<file path="src/rtl/handshake_slice_chain_pkg.sv">
// Shared constants and elaboration helpers for the valid/ready slice chain.
// Mode encodings select how each stage registers its handshake.
package hs_pkg;

  localparam int HS_MODE_BYPASS = 0;
  localparam int HS_MODE_FWD    = 1;
  localparam int HS_MODE_BWD    = 2;
  localparam int HS_MODE_FULL   = 3;

  localparam int HS_MAX_STAGES  = 8;

  // Cycles from a src transfer to the matching dst_vaild for a whole chain.
  function automatic int hs_latency(input int mode, input int stages);
    case (mode)
      HS_MODE_FWD, HS_MODE_FULL: return stages;
      default:                   return 0;
    endcase
  endfunction

  // Occupancy counter width: enough for 2 beats per stage plus zero.
  function automatic int hs_occ_w(input int stages);
    return $clog2(2 * stages + 1);
  endfunction

  function automatic int hs_max_beats(input int mode, input int stages);
    case (mode)
      HS_MODE_FWD, HS_MODE_BWD: return stages;
      HS_MODE_FULL:             return 2 * stages;
      default:                  return 0;
    endcase
  endfunction

endpackage

</file>
<file path="src/rtl/handshake_slice_chain_stage.sv">
// One valid/ready register slice; MODE picks bypass, forward, backward (skid)
// or skid-plus-output registration.
module handshake_slice_stage
  import hs_pkg::*;
#(
  parameter int WIDTH = 9,
  parameter int MODE  = HS_MODE_BWD
) (
  input  logic             clk,
  input  logic             s_rst,
  input  logic             src_vaild,
  input  logic [WIDTH-1:0] src_data,
  output logic             src_ready,
  output logic             dst_vaild,
  output logic [WIDTH-1:0] dst_data,
  input  logic             dst_ready
);

  if (MODE == HS_MODE_BYPASS) begin : g_bypass
    logic unused_bypass;
    assign unused_bypass = clk ^ s_rst;
    assign dst_vaild     = src_vaild;
    assign dst_data      = src_data;
    assign src_ready     = dst_ready;

  end else if (MODE == HS_MODE_FWD) begin : g_fwd
    logic             out_vld_reg;
    logic [WIDTH-1:0] out_data_reg;

    assign src_ready = ~out_vld_reg | dst_ready;
    assign dst_vaild = out_vld_reg;
    assign dst_data  = out_data_reg;

    always_ff @(posedge clk) begin
      if (s_rst) begin
        out_vld_reg <= 1'b0;
      end else if (src_ready) begin
        out_vld_reg <= src_vaild;
        if (src_vaild) begin
          out_data_reg <= src_data;
        end
      end
    end

  end else if (MODE == HS_MODE_BWD) begin : g_bwd
    logic             skid_vld_reg;
    logic             ready_reg;
    logic [WIDTH-1:0] skid_data_reg;

    // ready_reg always mirrors ~skid_vld_reg but comes straight from a flop.
    assign src_ready = ready_reg;
    assign dst_vaild = src_vaild | skid_vld_reg;
    assign dst_data  = skid_vld_reg ? skid_data_reg : src_data;

    always_ff @(posedge clk) begin
      if (s_rst) begin
        skid_vld_reg <= 1'b0;
        ready_reg    <= 1'b1;
      end else if (dst_ready) begin
        skid_vld_reg <= 1'b0;
        ready_reg    <= 1'b1;
      end else if (src_vaild && ready_reg) begin
        skid_vld_reg  <= 1'b1;
        ready_reg     <= 1'b0;
        skid_data_reg <= src_data;
      end
    end

  end else begin : g_full
    logic             skid_vld_reg;
    logic             ready_reg;
    logic [WIDTH-1:0] skid_data_reg;
    logic             out_vld_reg;
    logic [WIDTH-1:0] out_data_reg;
    logic             mid_vld;
    logic [WIDTH-1:0] mid_data;
    logic             mid_ready;

    // The skid half faces upstream, the output register faces downstream.
    assign mid_vld   = src_vaild | skid_vld_reg;
    assign mid_data  = skid_vld_reg ? skid_data_reg : src_data;
    assign mid_ready = ~out_vld_reg | dst_ready;

    assign src_ready = ready_reg;
    assign dst_vaild = out_vld_reg;
    assign dst_data  = out_data_reg;

    always_ff @(posedge clk) begin
      if (s_rst) begin
        skid_vld_reg <= 1'b0;
        ready_reg    <= 1'b1;
        out_vld_reg  <= 1'b0;
      end else begin
        if (mid_ready) begin
          skid_vld_reg <= 1'b0;
          ready_reg    <= 1'b1;
        end else if (src_vaild && ready_reg) begin
          skid_vld_reg  <= 1'b1;
          ready_reg     <= 1'b0;
          skid_data_reg <= src_data;
        end

        if (mid_ready) begin
          out_vld_reg <= mid_vld;
          if (mid_vld) begin
            out_data_reg <= mid_data;
          end
        end
      end
    end
  end

endmodule

</file>
<file path="src/rtl/handshake_slice_chain.sv">
// Cascade of STAGES identical valid/ready slices with a beat occupancy counter.
// Handshake outputs are forced quiet while s_rst is high.
module handshake_slice_chain
  import hs_pkg::*;
#(
  parameter int WIDTH  = 9,
  parameter int MODE   = HS_MODE_BWD,
  parameter int STAGES = 1
) (
  input  logic                         clk,
  input  logic                         s_rst,
  input  logic                         src_vaild,
  input  logic [WIDTH-1:0]             src_data,
  output logic                         src_ready,
  output logic                         dst_vaild,
  output logic [WIDTH-1:0]             dst_data,
  input  logic                         dst_ready,
  output logic                         idle,
  output logic [hs_occ_w(STAGES)-1:0]  occupancy
);

  localparam int OCC_W = hs_occ_w(STAGES);

  if (MODE < HS_MODE_BYPASS || MODE > HS_MODE_FULL) begin : g_bad_mode
    $error("handshake_slice_chain: MODE must be 0..3");
  end
  if (STAGES < 1 || STAGES > HS_MAX_STAGES) begin : g_bad_stages
    $error("handshake_slice_chain: STAGES must be 1..8");
  end
  if (WIDTH < 1) begin : g_bad_width
    $error("handshake_slice_chain: WIDTH must be at least 1");
  end

  logic [STAGES:0]  chain_vld;
  logic [STAGES:0]  chain_ready;
  logic [WIDTH-1:0] chain_data [0:STAGES];

  assign chain_vld[0]       = src_vaild;
  assign chain_data[0]      = src_data;
  assign chain_ready[STAGES] = dst_ready;

  genvar gi;
  for (gi = 0; gi < STAGES; gi++) begin : g_stage
    handshake_slice_stage #(
      .WIDTH (WIDTH),
      .MODE  (MODE)
    ) u_stage (
      .clk       (clk),
      .s_rst     (s_rst),
      .src_vaild (chain_vld[gi]),
      .src_data  (chain_data[gi]),
      .src_ready (chain_ready[gi]),
      .dst_vaild (chain_vld[gi+1]),
      .dst_data  (chain_data[gi+1]),
      .dst_ready (chain_ready[gi+1])
    );
  end

  // Gating keeps the combinational bypass/skid paths silent during reset too.
  assign src_ready = chain_ready[0] & ~s_rst;
  assign dst_vaild = chain_vld[STAGES] & ~s_rst;
  assign dst_data  = chain_data[STAGES];

  if (MODE == HS_MODE_BYPASS) begin : g_no_count
    assign occupancy = '0;
  end else begin : g_count
    localparam logic [OCC_W-1:0] OCC_ONE = OCC_W'(1);

    logic [OCC_W-1:0] occ_reg;
    logic [OCC_W-1:0] occ_next;
    logic             src_xfer;
    logic             dst_xfer;

    assign src_xfer = src_vaild & src_ready;
    assign dst_xfer = dst_vaild & dst_ready;

    always_comb begin
      occ_next = occ_reg;
      if (src_xfer && !dst_xfer) begin
        occ_next = occ_reg + OCC_ONE;
      end else if (dst_xfer && !src_xfer) begin
        occ_next = occ_reg - OCC_ONE;
      end
    end

    always_ff @(posedge clk) begin
      if (s_rst) begin
        occ_reg <= '0;
      end else begin
        occ_reg <= occ_next;
      end
    end

    assign occupancy = s_rst ? '0 : occ_reg;
  end

  assign idle = (occupancy == '0);

endmodule

</file>
<file path="config.mk">
export PLATFORM = sky130hd
export DESIGN_NAME = handshake_slice_chain
export DESIGN_NICKNAME = d
export VERILOG_FILES = /design/src/rtl/handshake_slice_chain_pkg.sv /design/src/rtl/handshake_slice_chain_stage.sv /design/src/rtl/handshake_slice_chain.sv
export SDC_FILE = /design/constraint.sdc
export NUM_CORES = 1
export LEC_CHECK = 0
export CAP_MARGIN = 20
export CORE_MARGIN = 10
export CORE_UTILIZATION = 37
export CTS_BUF_LIST = sky130_fd_sc_hd__clkbuf_8
export DETAILED_ROUTE_END_ITERATION = 16
export PLACE_DENSITY = 0.86
export SLEW_MARGIN = 20
export SYNTH_ARGS = -nofsm -noshare
export SYNTH_HDL_FRONTEND = slang
export SYNTH_SLANG_ARGS = --single-unit
</file>
<file path="constraint.sdc">
create_clock -name clk -period 1.57 [get_ports clk]
set_input_delay 0.157 -clock clk [delete_from_list [all_inputs] [get_ports clk]]
set_output_delay 0.157 -clock clk [all_outputs]
set_load 0.03 [all_outputs]
</file>
# Word-level counts from Yosys, hierarchy flattened
# Index checks and enable logic that the tools add are counted.
# op_classes
muxes,4
add_sub_neg,2
bitwise_logic,7
n_reduce_logical,9
# ops
cell,count
2-to-1 mux 9 bit,1
2-to-1 mux 2 bit,3
AND 1 bit,4
logical AND 1 bit,3
AND reduction 3 bit,1
adder 2 x 1 -> 2 bit (second input constant),1
logical NOT 1 bit,2
logical NOT 2 bit,1
inverter 1 bit,2
nonzero test 2 bit,1
OR reduction 2 bit,1
subtractor 2 x 1 -> 2 bit (second input constant),1
OR 1 bit,1
# word_totals
out_inout_bits,14
in_bits,13
register_bits,13
wordCells,26

# Longest topological paths before layout
# Gate-level depths: netlist (run 1).
# logic_depth
ltp_word,7
ltp_mapped,8
depth_no_buf,7

# Cells and area by module
# From an unflattened synthesis (run 1), not the netlist that was laid out.
# hier_totals
hier_cells,44
area_unflattened_um2,620.6
# by_module_without_submodules
mod,cells_per_inst,n_inst,seq_area_each_um2,area_each_um2
handshake_slice_stage,28,1,310.3,488.0
handshake_slice_chain,16,1,40.0,132.6

# Least setup slack after synthesis (run 1)
# OpenSTA, ideal clock, no wires.
# synth_timing
path_type,register to register
start,reg g_stage[0].u_stage.g_bwd.skid_vld_reg
end,reg g_count.occ_reg[1]
synth_period_minus_slack_ns,2.061
stages_incl_launch_ff,8
arrival_time_ns,2.000
setup_ns,0.061
slack_ns,-0.491
n_path_buf,1
required_ns,1.509
path_cell_list,dfxtp_1 -> buf_2 -> nor2_1 -> nor2_1 -> nand2_1 -> ha_1 -> or4_1 -> nand2_1
# synth_via
elab_chain_len,6
elab_cells_between_ends,8
cone_classes,mux: 1; bitwise: 3; reduce/logical: 4
# synth_rtl
element,line_no,text
from (decl),handshake_slice_chain_stage.sv:46,logic skid_vld_reg;
from (signal assigned),handshake_slice_chain_stage.sv:57,skid_vld_reg <= 1'b0;
from (signal assigned),handshake_slice_chain_stage.sv:60,skid_vld_reg <= 1'b0;
from (signal assigned),handshake_slice_chain_stage.sv:63,skid_vld_reg <= 1'b1;
OR 1 bit *,handshake_slice_chain_stage.sv:52,assign dst_vaild = src_vaild | skid_vld_reg;
AND 1 bit *,handshake_slice_chain.sv:61,assign dst_vaild = chain_vld[STAGES] & ~s_rst;
net dst_vaild,handshake_slice_chain.sv:15,"output logic dst_vaild,"
AND 1 bit *,handshake_slice_chain.sv:75,assign dst_xfer = dst_vaild & dst_ready;
logical NOT 1 bit,handshake_slice_chain.sv:79,if (src_xfer && !dst_xfer) begin
logical AND 1 bit,handshake_slice_chain.sv:79,
2-to-1 mux 2 bit / nonzero test 2 bit (equally long branches),--,
to (signal assigned),handshake_slice_chain.sv:90,occ_reg <= occ_next;
to (decl),handshake_slice_chain.sv:69,logic [OCC_W-1:0] occ_reg;
# The timed path passes the listed nets; every way through them passes the cells marked *.
# A chain may end at the register's enable or synchronous reset.

# Worst setup path after layout (run 1)
# layout_timing
start,reg g_stage[0].u_stage.g_bwd.skid_vld_reg
end,reg g_count.occ_reg[1]
# layout_via
elab_chain_len,6
elab_cells_between_ends,8
cone_classes,mux: 1; bitwise: 3; reduce/logical: 4
# layout_rtl
element,line_no
OR 1 bit *,handshake_slice_chain_stage.sv:52
AND 1 bit *,handshake_slice_chain.sv:61
AND 1 bit *,handshake_slice_chain.sv:75
logical NOT 1 bit,handshake_slice_chain.sv:79
logical AND 1 bit,handshake_slice_chain.sv:79
2-to-1 mux 2 bit / nonzero test 2 bit (equally long branches),--
# Every way passes the cells marked *; elsewhere a longest branch is shown, timed or not.

==> impl_metrics.py, run 1 <==
metrics = {
    "status": {
        "status": "complete, no violations",
    },
    "synth": {
        "synth_xor_area_frac": 0.03024,
        "ys_warn_count": 0,
        "synth-simple-area-share": 0.1145,
        "synth_top_area_cell": "edfxtp_1",
        "synth_area_sq_um": 579.3,
        "synth_seq_cells": 13,
        "synth_top_family_by_area": "multiplexers",
        "ys_types": 17,
        "syn_nets": 58,
        "postSynthAreaPerCell_sq_um": 13.17,
        "ys_top_cells_by_area": "edfxtp_1, mux2_1, dfxtp_1",
        "synthMuxAreaShare": 0.1749,
        "yosys.area.top_type_share": 0.4665,
        "synth_compound_area_frac": 0.03888,
        "synthAdderAreaFrac": 0.02160,
        "synth_seq_area_share": 0.6048,
        "netlist_instances": 44,
    },
    "global_routing": {
        "overflow": 0,
        "grt_pass1_wl_um": 2366,
        "grt_max_degree": 12,
        "grt_pass1_vias": 504,
        "track_usage": 0.08523,
        "antenna_found_initial": 0,
    },
    "sta": {
        "setup_tns_ns": 0,
        "fmax_mhz": 655.6,
        "max_slew_margin": 0.7963,
        "finalSetupViolCount": 0,
        "skew_ns": 0.003733,
        "finalCriticalPeriod_ns": 1.525,
        "grt_setup_unrepaired": "true",
        "final_hold_viol_count": 0,
        "tightest_slew_ns": 0.3068,
        "slew_violations": 0,
        "whs_ns": 0.3196,
        "fin_crit_sh": 0.9716,
    },
    "finish": {
        "drive_gt1_frac": 0.3488,
        "syn_to_final_growth_pct": 77.11,
        "largest_reg_flops": 9,
        "nets": 101,
        "diodes": 0,
    },
    "route": {
        "firstDrtPassIters": 4,
        "initialDrtViolationCount": 3,
        "vias": 481,
        "routed_wl_um": 1445,
        "routedWlPerCell_um": 14.17,
        "drtAntennaViolNets": 0,
        "vias_per_cell": 4.716,
        "drc": 0,
    },
    "place": {
        "routabilityCongestion": 0.7046,
        "dpl.hpwl_um": 1185,
        "port_buffers": 26,
    },
    "cts": {
        "numCtsBuffers": 3,
        "ctsResizeCount": 11,
        "hold_buffers": 0,
        "clock_latency_ns": 0.24,
        "htreeDepth": 1,
        "clock-root-buffer": "clkbuf_8",
        "clock_path_buffers": 2,
        "clock-sinks": 13,
        "cts_tree": "yes",
        "clk_pin_slew_worst_paths_ns": 0.05,
        "post_cts_buffers": 0,
    },
    "worst_hold_path": {
        "hp-class": "input pin to register",
    },
    "power": {
        "p_leak_nw": 0.4466,
        "power_density_nw_per_um2": 877.5,
        "ir_worst_vdd_mv": 0.4844,
    },
    "critical_path": {
        "startpoint_type": "register",
        "crit_required_ns": 1.75,
        "cp.arrival_ns": 1.70,
        "critPathCaptureType": "register",
        "path_class": "register to register",
        "path_max_fanout": 11,
    },
    "floorplan": {
        "initial_core_util": 0.3891,
        "fp.dieW_um": 59.57,
        "core_area_sq_um": 1489,
        "num_rows": 14,
        "top_level_ports": 27,
        "die_h_um": 59.57,
        "design.die.area_sq_um": 3549,
    },
    "run": {
        "maxCapViolCount": 0,
    },
}
## layer usage
| layer | wire, um | share of wire | global-route usage | up-vias |
|---|---|---|---|---|
| li1 | - | - | - | 242 |
| met2 | 693 | 0.48 | 0.1501 | 19 |
| met5 | 0 | 0 | 0 | - |
| met1 | 575 | 0.40 | 0.08405 | 220 |
| met4 | 0 | 0 | 0.01923 | 0 |
| met3 | 177 | 0.12 | 0.04936 | 0 |
## path summary, 6_finish.rpt
kind                                          from                      endpoint  slack (ns)  depth (start not counted)
max          g_stage[0].u_stage.g_bwd.skid_vld_reg            g_count.occ_reg[1]        0.04                          6
min                                      src_vaild  g_stage[0].u_stage.src_ready        0.32                          3
max reg2reg  g_stage[0].u_stage.g_bwd.skid_vld_reg            g_count.occ_reg[1]        0.04                          6
min reg2reg           g_stage[0].u_stage.src_ready  g_stage[0].u_stage.src_ready        0.48                          2
## metrics by stage
stage | setup slack (ns) | utilization | total power, mW | area, sq um | instances
after floorplan | -0.05156 | - | 0.5182 | 626.9 | 44
after global placement | -0.2392 | 0.6672 | 0.6385 | 993.5 | 98
after detailed placement | -0.3133 | 0.6672 | 0.6440 | 993.5 | 98
after CTS | 0.01041 | 0.6908 | 0.9101 | 1028 | 102
after global routing | -0.03988 | 0.6891 | 0.9370 | 1026 | 102
final | 0.04459 | 0.6891 | 0.9003 | 1026 | 102
## placed cells by master, fill, tap and decap left out, types with 2 or more instances in the layout
| cell | netlist | final |
|---|---|---|
| mux2_1 | 9 | 9 |
| clkbuf_2 | 0 | 2 |
| xor2_1 | 2 | 2 |
| clkdlybuf4s15_1 | 0 | 2 |
| dlygate4sd2_1 | 0 | 6 |
| inv_1 | 1 | 2 |
| nor2_1 | 4 | 2 |
| edfxtp_1 | 9 | 9 |
| clkdlybuf4s50_1 | 0 | 10 |
| nor2_4 | 0 | 2 |
| nor2b_1 | 4 | 2 |
| buf_4 | 0 | 17 |
| dfxtp_1 | 4 | 3 |
| clkbuf_8 | 0 | 3 |
## worst max-delay path, stage by stage, from the launching register on
cell and delay (ns):
dfxtp_4 0.44, nor2_4 0.05, nor2_4 0.11, nand2_2 0.08, ha_4 0.24, or4_1 0.47, nand2_1 0.07
## power breakdown
group	switching, mW	internal (mW)
Combinational	0.111	0.111
Sequential	0.0155	0.384
Clock	0.108	0.172
Total	0.234	0.666
## Yosys cell counts
cell type,number
a21oi_1,1
and2_1,1
buf_2,1
dfxtp_1,4
edfxtp_1,9
ha_1,1
inv_1,1
mux2_1,9
nand2_1,2
nor2_1,4
nor2b_1,4
nor3_1,1
o21ai_0,1
o21ai_1,1
o21bai_1,1
or4_1,1
xor2_1,2
## cell families after synthesis
kind of cell             count (synthesis)
buffers and inverters                    2
XOR/XNOR                                 2
AND/OR/NAND/NOR                         13
flip-flops                              13
multiplexers                             9
AO/OA/AOI/OAI                            4
adder cells (fa/ha/maj)                  1
## layout make-up
class | count | area (sq um)
Clock buffer | 3 | 41.29
Inverter | 1 | 3.754
Clock inverter | 1 | 3.754
Fill cell | 129 | 462.9
Sequential cell | 13 | 354.1
Tap cell | 16 | 20.02
Multi-Input combinational cell | 29 | 260.3
Timing Repair Buffer | 39 | 342.8
(Power assumes the default switching activity.)
==> run 2, diff against run 1 <==
--- a/config.mk
+++ b/config.mk
@@ -10,7 +10,7 @@
 export CORE_UTILIZATION = 37
 export CTS_BUF_LIST = sky130_fd_sc_hd__clkbuf_8
 export DETAILED_ROUTE_END_ITERATION = 16
-export PLACE_DENSITY = 0.86
+export PLACE_DENSITY_LB_ADDON = 0.2
 export SLEW_MARGIN = 20
 export SYNTH_ARGS = -nofsm -noshare
 export SYNTH_HDL_FRONTEND = slang
==> run 2 against run 1 <==
  * Total power rose by 1.2%
  * Critical endpoint unchanged
  * Highest routed layer unchanged
  * Combinational power grew 4%
  * Die area stayed put
  * Worst hold slack gained 0.035 ns
==> impl_metrics.py, run 2 (synthesis gave the netlist of run 1 again) <==
metrics = {
    "sta": {
        "fmax_mhz": 663.2,
        "finalCriticalPeriod_ns": 1.508,
        "slew_violations": 0,
        "final_hold_viol_count": 0,
        "finalSetupViolCount": 0,
        "grt_setup_unrepaired": "false",
        "max_slew_margin": 0.8302,
        "skew_ns": 0.0009780,
        "fin_crit_sh": 0.9604,
        "tightest_slew_ns": 0.2547,
        "timing.final.ws_setup_ns": 0.06211,
        "whs_ns": 0.3545,
    },
    "route": {
        "vias_per_cell": 4.547,
        "routedWlPerCell_um": 14.04,
        "firstDrtPassIters": 2,
        "vias": 482,
        "routed_wl_um": 1488,
        "drc": 0,
        "drtAntennaViolNets": 0,
        "initialDrtViolationCount": 6,
    },
    "critical_path": {
        "cpPeakStageDelay_ns": 0.46,
        "crit_path_frequent_cell": "nor2_4",
        "crit_required_ns": 1.76,
        "cp_cell_sequence": "buf_4 -> nor2_4 -> nor2_4 -> nand2_2 -> ha_4 -> or4_1 -> nand2_1",
        "crit_slowest_cell": "or4_1",
        "path_max_fanout": 2,
        "startpoint_type": "register",
        "critPathCaptureType": "register",
        "cp.arrival_ns": 1.69,
        "path_buf_inv": 1,
        "path_delay_family": "simple AND/OR/NAND/NOR gates",
        "path_class": "register to register",
    },
    "global_routing": {
        "grt_pass1_wl_um": 2421,
        "busiest_layer": "met2",
        "grt_max_degree": 10,
        "met2_usage": 0.1501,
        "track_usage": 0.08879,
        "grt_use_met1": 0.09553,
        "grt_pass1_vias": 511,
        "globalRouteMet3Util": 0.04077,
        "antenna_found_initial": 0,
        "overflow": 0,
    },
    "finish": {
        "multi_input_area_sq_um": 260.3,
        "mostFrequentLayoutCell": "buf_4",
        "largest_reg_flops": 9,
        "drive_gt1_frac": 0.4556,
        "regArea_sq_um": 351.6,
        "syn_to_final_growth_pct": 76.89,
        "num-fill-cells": 119,
        "nets": 105,
        "final_cell_mix": "buf_4, clkdlybuf4s50_1, mux2_1, edfxtp_1, clkbuf_2",
        "diodes": 0,
    },
    "cts": {
        "clk_pin_slew_worst_paths_ns": 0.05,
        "clock-sinks": 13,
        "clock_path_buffers": 2,
        "post_cts_buffers": 0,
        "numCtsBuffers": 3,
        "cts_tree": "yes",
        "clock_latency_ns": 0.24,
        "htreeDepth": 1,
        "clock-root-buffer": "clkbuf_8",
        "hold_buffers": 0,
    },
    "floorplan": {
        "top_level_ports": 27,
        "die_h_um": 59.57,
        "initial_core_util": 0.3891,
        "fp.dieW_um": 59.57,
        "design.die.area_sq_um": 3549,
        "core_area_sq_um": 1489,
        "num_rows": 14,
    },
    "place": {
        "routabilityCongestion": 0.7409,
        "port_buffers": 26,
        "dp_slack_ns": -0.2910,
        "dpl.hpwl_um": 1225,
    },
    "status": {
        "status": "complete, no violations",
    },
    "power": {
        "totalPowerFinal_uw": 910.9,
        "ir_worst_vdd_mv": 0.6028,
        "p_leak_nw": 0.4607,
        "power_density_nw_per_um2": 888.9,
    },
    "worst_hold_path": {
        "hp-class": "input pin to register",
    },
    "run": {
        "maxCapViolCount": 0,
    },
}
==> run 2: changes by cell type in the layout (fill, tap and decap cells not counted), sizes merged <==
cell           delta
buf               +4
clkbuf            +7
clkdlybuf4s15     -2
dlygate4sd2       -5
==> run 2: through the flow <==
| stage | setup TNS, ns | util | cells | instance area [sq um] |
|---|---|---|---|---|
| floorplan | -0.05156 | - | 44 | 626.9 |
| global placement | -1.259 | 0.6874 | 102 | 1023 |
| detailed placement | -1.573 | 0.6874 | 102 | 1023 |
| CTS | 0 | 0.7101 | 106 | 1057 |
| global route | 0 | 0.6882 | 106 | 1025 |
| finish | 0 | 0.6882 | 106 | 1025 |
==> run 2: tightest hold or removal path: cells and delay by family <==
family	cells	cell delay, ns
buffers and inverters	2	0.33
AO/OA/AOI/OAI	1	0.06
==> run 2: area by class of cell <==
| type | count | share of cell area |
|---|---|---|
| timing repair buffer | 43 | 0.3358 |
| tap | 16 | 0.01954 |
| inverter | 1 | 0.003663 |
| sequential | 13 | 0.3431 |
| multi-input combinational | 29 | 0.2540 |
| clock buffer | 3 | 0.04029 |
| clock inverter | 1 | 0.003663 |
==> run 2: report_power, final <==
| group | internal (mW) | switching, mW | leakage (nW) |
|---|---|---|---|
| logic | 0.113 | 0.117 | 0.318 |
| registers | 0.384 | 0.0100 | 0.116 |
| clock network | 0.172 | 0.114 | 0.0269 |
| total | 0.669 | 0.241 | 0.461 |
==> run 2: worst paths after layout <==
| kind | startpoint | end | slack (ns) | cells after the start |
|---|---|---|---|---|
| max reg2reg | g_stage[0].u_stage.g_bwd.skid_vld_reg | g_count.occ_reg[1] | 0.06 | 7 |
| max | g_stage[0].u_stage.g_bwd.skid_vld_reg | g_count.occ_reg[1] | 0.06 | 7 |
| min reg2reg | g_stage[0].u_stage.src_ready | g_stage[0].u_stage.src_ready | 0.49 | 2 |
| min | src_vaild | g_stage[0].u_stage.src_ready | 0.35 | 3 |
==> run 2: routing by layer <==
layer  vias to the layer above  part of all wire
li1                        249                 -
met1                       220              0.42
met2                        13              0.51
met3                         0             0.073
met4                         0                 0
met5                         -                 0
==> run 2: repair_timing <==
action	CTS	global route
gates cloned	0	0
endpoints found under the setup margin	10	10
gates resized for setup	11	18
==> RTL change, RTL diff (config.mk and constraints of run 2) <==
The parameter `STAGES` goes from 1 to 2.
--- a/src/rtl/handshake_slice_chain.sv
+++ b/src/rtl/handshake_slice_chain.sv
@@ -6,5 +6,5 @@
   parameter int WIDTH  = 9,
   parameter int MODE   = HS_MODE_BWD,
-  parameter int STAGES = 1
+  parameter int STAGES = 2
 ) (
   input  logic                         clk,
Interface: changed (resized occupancy); port bits go from 27 to 28. No check against the original RTL was run, so the function may have changed too.
==> RTL change against run 2 <==
The run now ends with setup timing left. Setup slack got worse by 0.36 ns. Cell count increased by 61%. Routed wire length increased by 57%. Total power increased by 60%. Sequential cell count increased by 12. Critical path depth decreased by 1. Via count increased by 58%. Non-clock buffer count increased by 4. Design area increased by 64%. Synthesized area increased by 110%. Die area increased by 69%. Critical path type is now reg -> out.
==> RTL change: results (changes against run 2) <==
* Final WS setup at -0.294 ns (-0.356 ns)
* Headroom to the max-slew limit at 80.9% (-2.1 points)
* Worst skew pair latency at 0.26 ns (+0.02 ns)
* Total wire length at 2.34 mm (+57%)
* Leakage power of the design at 0.719 nW (+56%)
* CP max stage delay at 0.37 ns (-0.09 ns)
* Global Route Usage Sum at 7.88% (-1.0 points)
* Post-synth EDFFs at 18 (+9)
* First-pass GRT wire length at 3.88 mm (+60%)
* Largest net degree at the start of global routing at 14 (+4)
* DP HPWL at 1.85 mm (+51%)
* Synth Warn # at 0 (unchanged)
* Run status: finished, violations left
* Top area cells in the synthesized netlist: edfxtp_1 44%, mux2_4 17%, dfxtp_1 11%, buf_4 5.5%, mux2_2 3.7%
* Clock-pin slew on the worst setup and hold paths at 0.08 ns (+0.03 ns)
* Sequential area share after synthesis at 55.7% (-4.8 points)
* Worst VDD drop at 0.338 mV (-44%)
* Setup WS pre-CTS at -0.581 ns (-0.289 ns)
* Grt met1 use at 8.83% (-0.72 points)
* Post-DP Area at 0.00157 sq mm (+53%)
* P_int at 0.00109 W (+62%)
* M3 GR Usage at 2.42% (-1.7 points)
* DR pass1 iterations at 3 (+1)
* Skew final at 0.00307 ns (+0.00209 ns)
* Crit-path slowest cell: dfxtp_4
* Vias in the first global route at 821 (+61%)
* DRT iter0 DRCs at 19 (+13)
* Commonest cells in the netlist: 18 x edfxtp_1, 14 x mux2_4, 9 x buf_4
* Hold crit path type: in -> reg
* Fin nets at 143 (+36%)
* Count of cell types in the netlist at 23 (+6)
* I/O Buffers at 27 (+3.8%)
* Critical Path AT at 1.71 ns (+0.02 ns)
* Layout cells sized above 1 at 51.2% (+5.6 points)
* Vias per inst at 4.46 (-1.9%)
* GR Util met2 at 13.7% (-1.3 points)
* Setup_tns at -2.18 ns (-2.18 ns)
* Violated checks: setup timing
* Largest register FFs at 18 (+9)
* Crit path max fanout at 4 (+2)
* Final setup violation count at 10 (+10)
## RTL change: changes by cell type after synthesis, moves of 3 or more
cell             run 2  this run
buf_4                0         9
mux2_1               9         0
mux2_4               0        14
mux2_2               0         4
dfxtp_1              4         7
nor3_1               1         4
edfxtp_1             9        18
## RTL change: cell type report
| type | count | area [sq um] |
|---|---|---|
| clock buffers | 3 | 41.3 |
| clock inverters | 1 | 3.75 |
| fillers | 281 | 1420 |
| inverters | 3 | 11.3 |
| multi-input cells | 48 | 479 |
| flip-flops and latches | 25 | 684 |
| well taps | 44 | 55.1 |
| repair buffers | 47 | 404 |
## RTL change: what timing repair did
item,CTS,global route
gates resized for setup,29,34
setup endpoints to repair,13,11
setup buffers,0,8
pin swaps,0,1
## RTL change: power by group through the flow
stage	sequential [W]	combinational (W)	clock [W]
final	0.000753	0.000345	0.000364
after detailed placement	0.000772	0.000342	0
after global routing	0.000757	0.000376	0.000410
after global placement	0.000771	0.000335	0
after CTS	0.000756	0.000336	0.000375
after floorplan	0.000765	0.000232	0
## RTL change: routing by layer
metal / part of all wire [%] / vias up
li1: - / 380
met1: 43 / 366
met2: 53 / 15
met3: 3.7 / 2
met4: 0.68 / 0
met5: 0 / -
## RTL change: stage by stage
step,instances,power (W)
after floorplan,88,0.000997
after global placement,159,0.00111
after detailed placement,159,0.00111
after CTS,163,0.00147
after global routing,171,0.00154
final,171,0.00146
## RTL change: path summary, 6_finish.rpt
path | cells after the start | slack (ns) | start | endpoint
min reg2reg | 1 | 0.51 | g_stage[1].u_stage.src_ready | g_stage[0].u_stage.g_bwd.skid_vld_reg
max | 6 | -0.29 | g_stage[0].u_stage.g_bwd.skid_vld_reg | dst_data[0]
min | 3 | 0.35 | src_vaild | g_stage[0].u_stage.src_ready
max reg2reg | 9 | -0.26 | g_stage[0].u_stage.g_bwd.skid_vld_reg | g_count.occ_reg[2]
## RTL change: logic make-up after synthesis
| family | after synthesis | share of synthesized area, % |
|---|---|---|
| compound gates | 7 | 3.38 |
| xor+xnor | 2 | 1.43 |
| fa+ha+maj | 2 | 2.66 |
| buf+inv | 15 | 8.08 |
| flops | 25 | 55.7 |
| mux | 19 | 21.7 |
| simple gates | 18 | 7.06 |
## RTL change: critical path: cells and delay by family, from the launching register on
| family | cells | cell delay, ns |
|---|---|---|
| muxes | 2 | 0.55 |
| buffers and inverters | 4 | 0.52 |
| DFF | 1 | 0.37 |
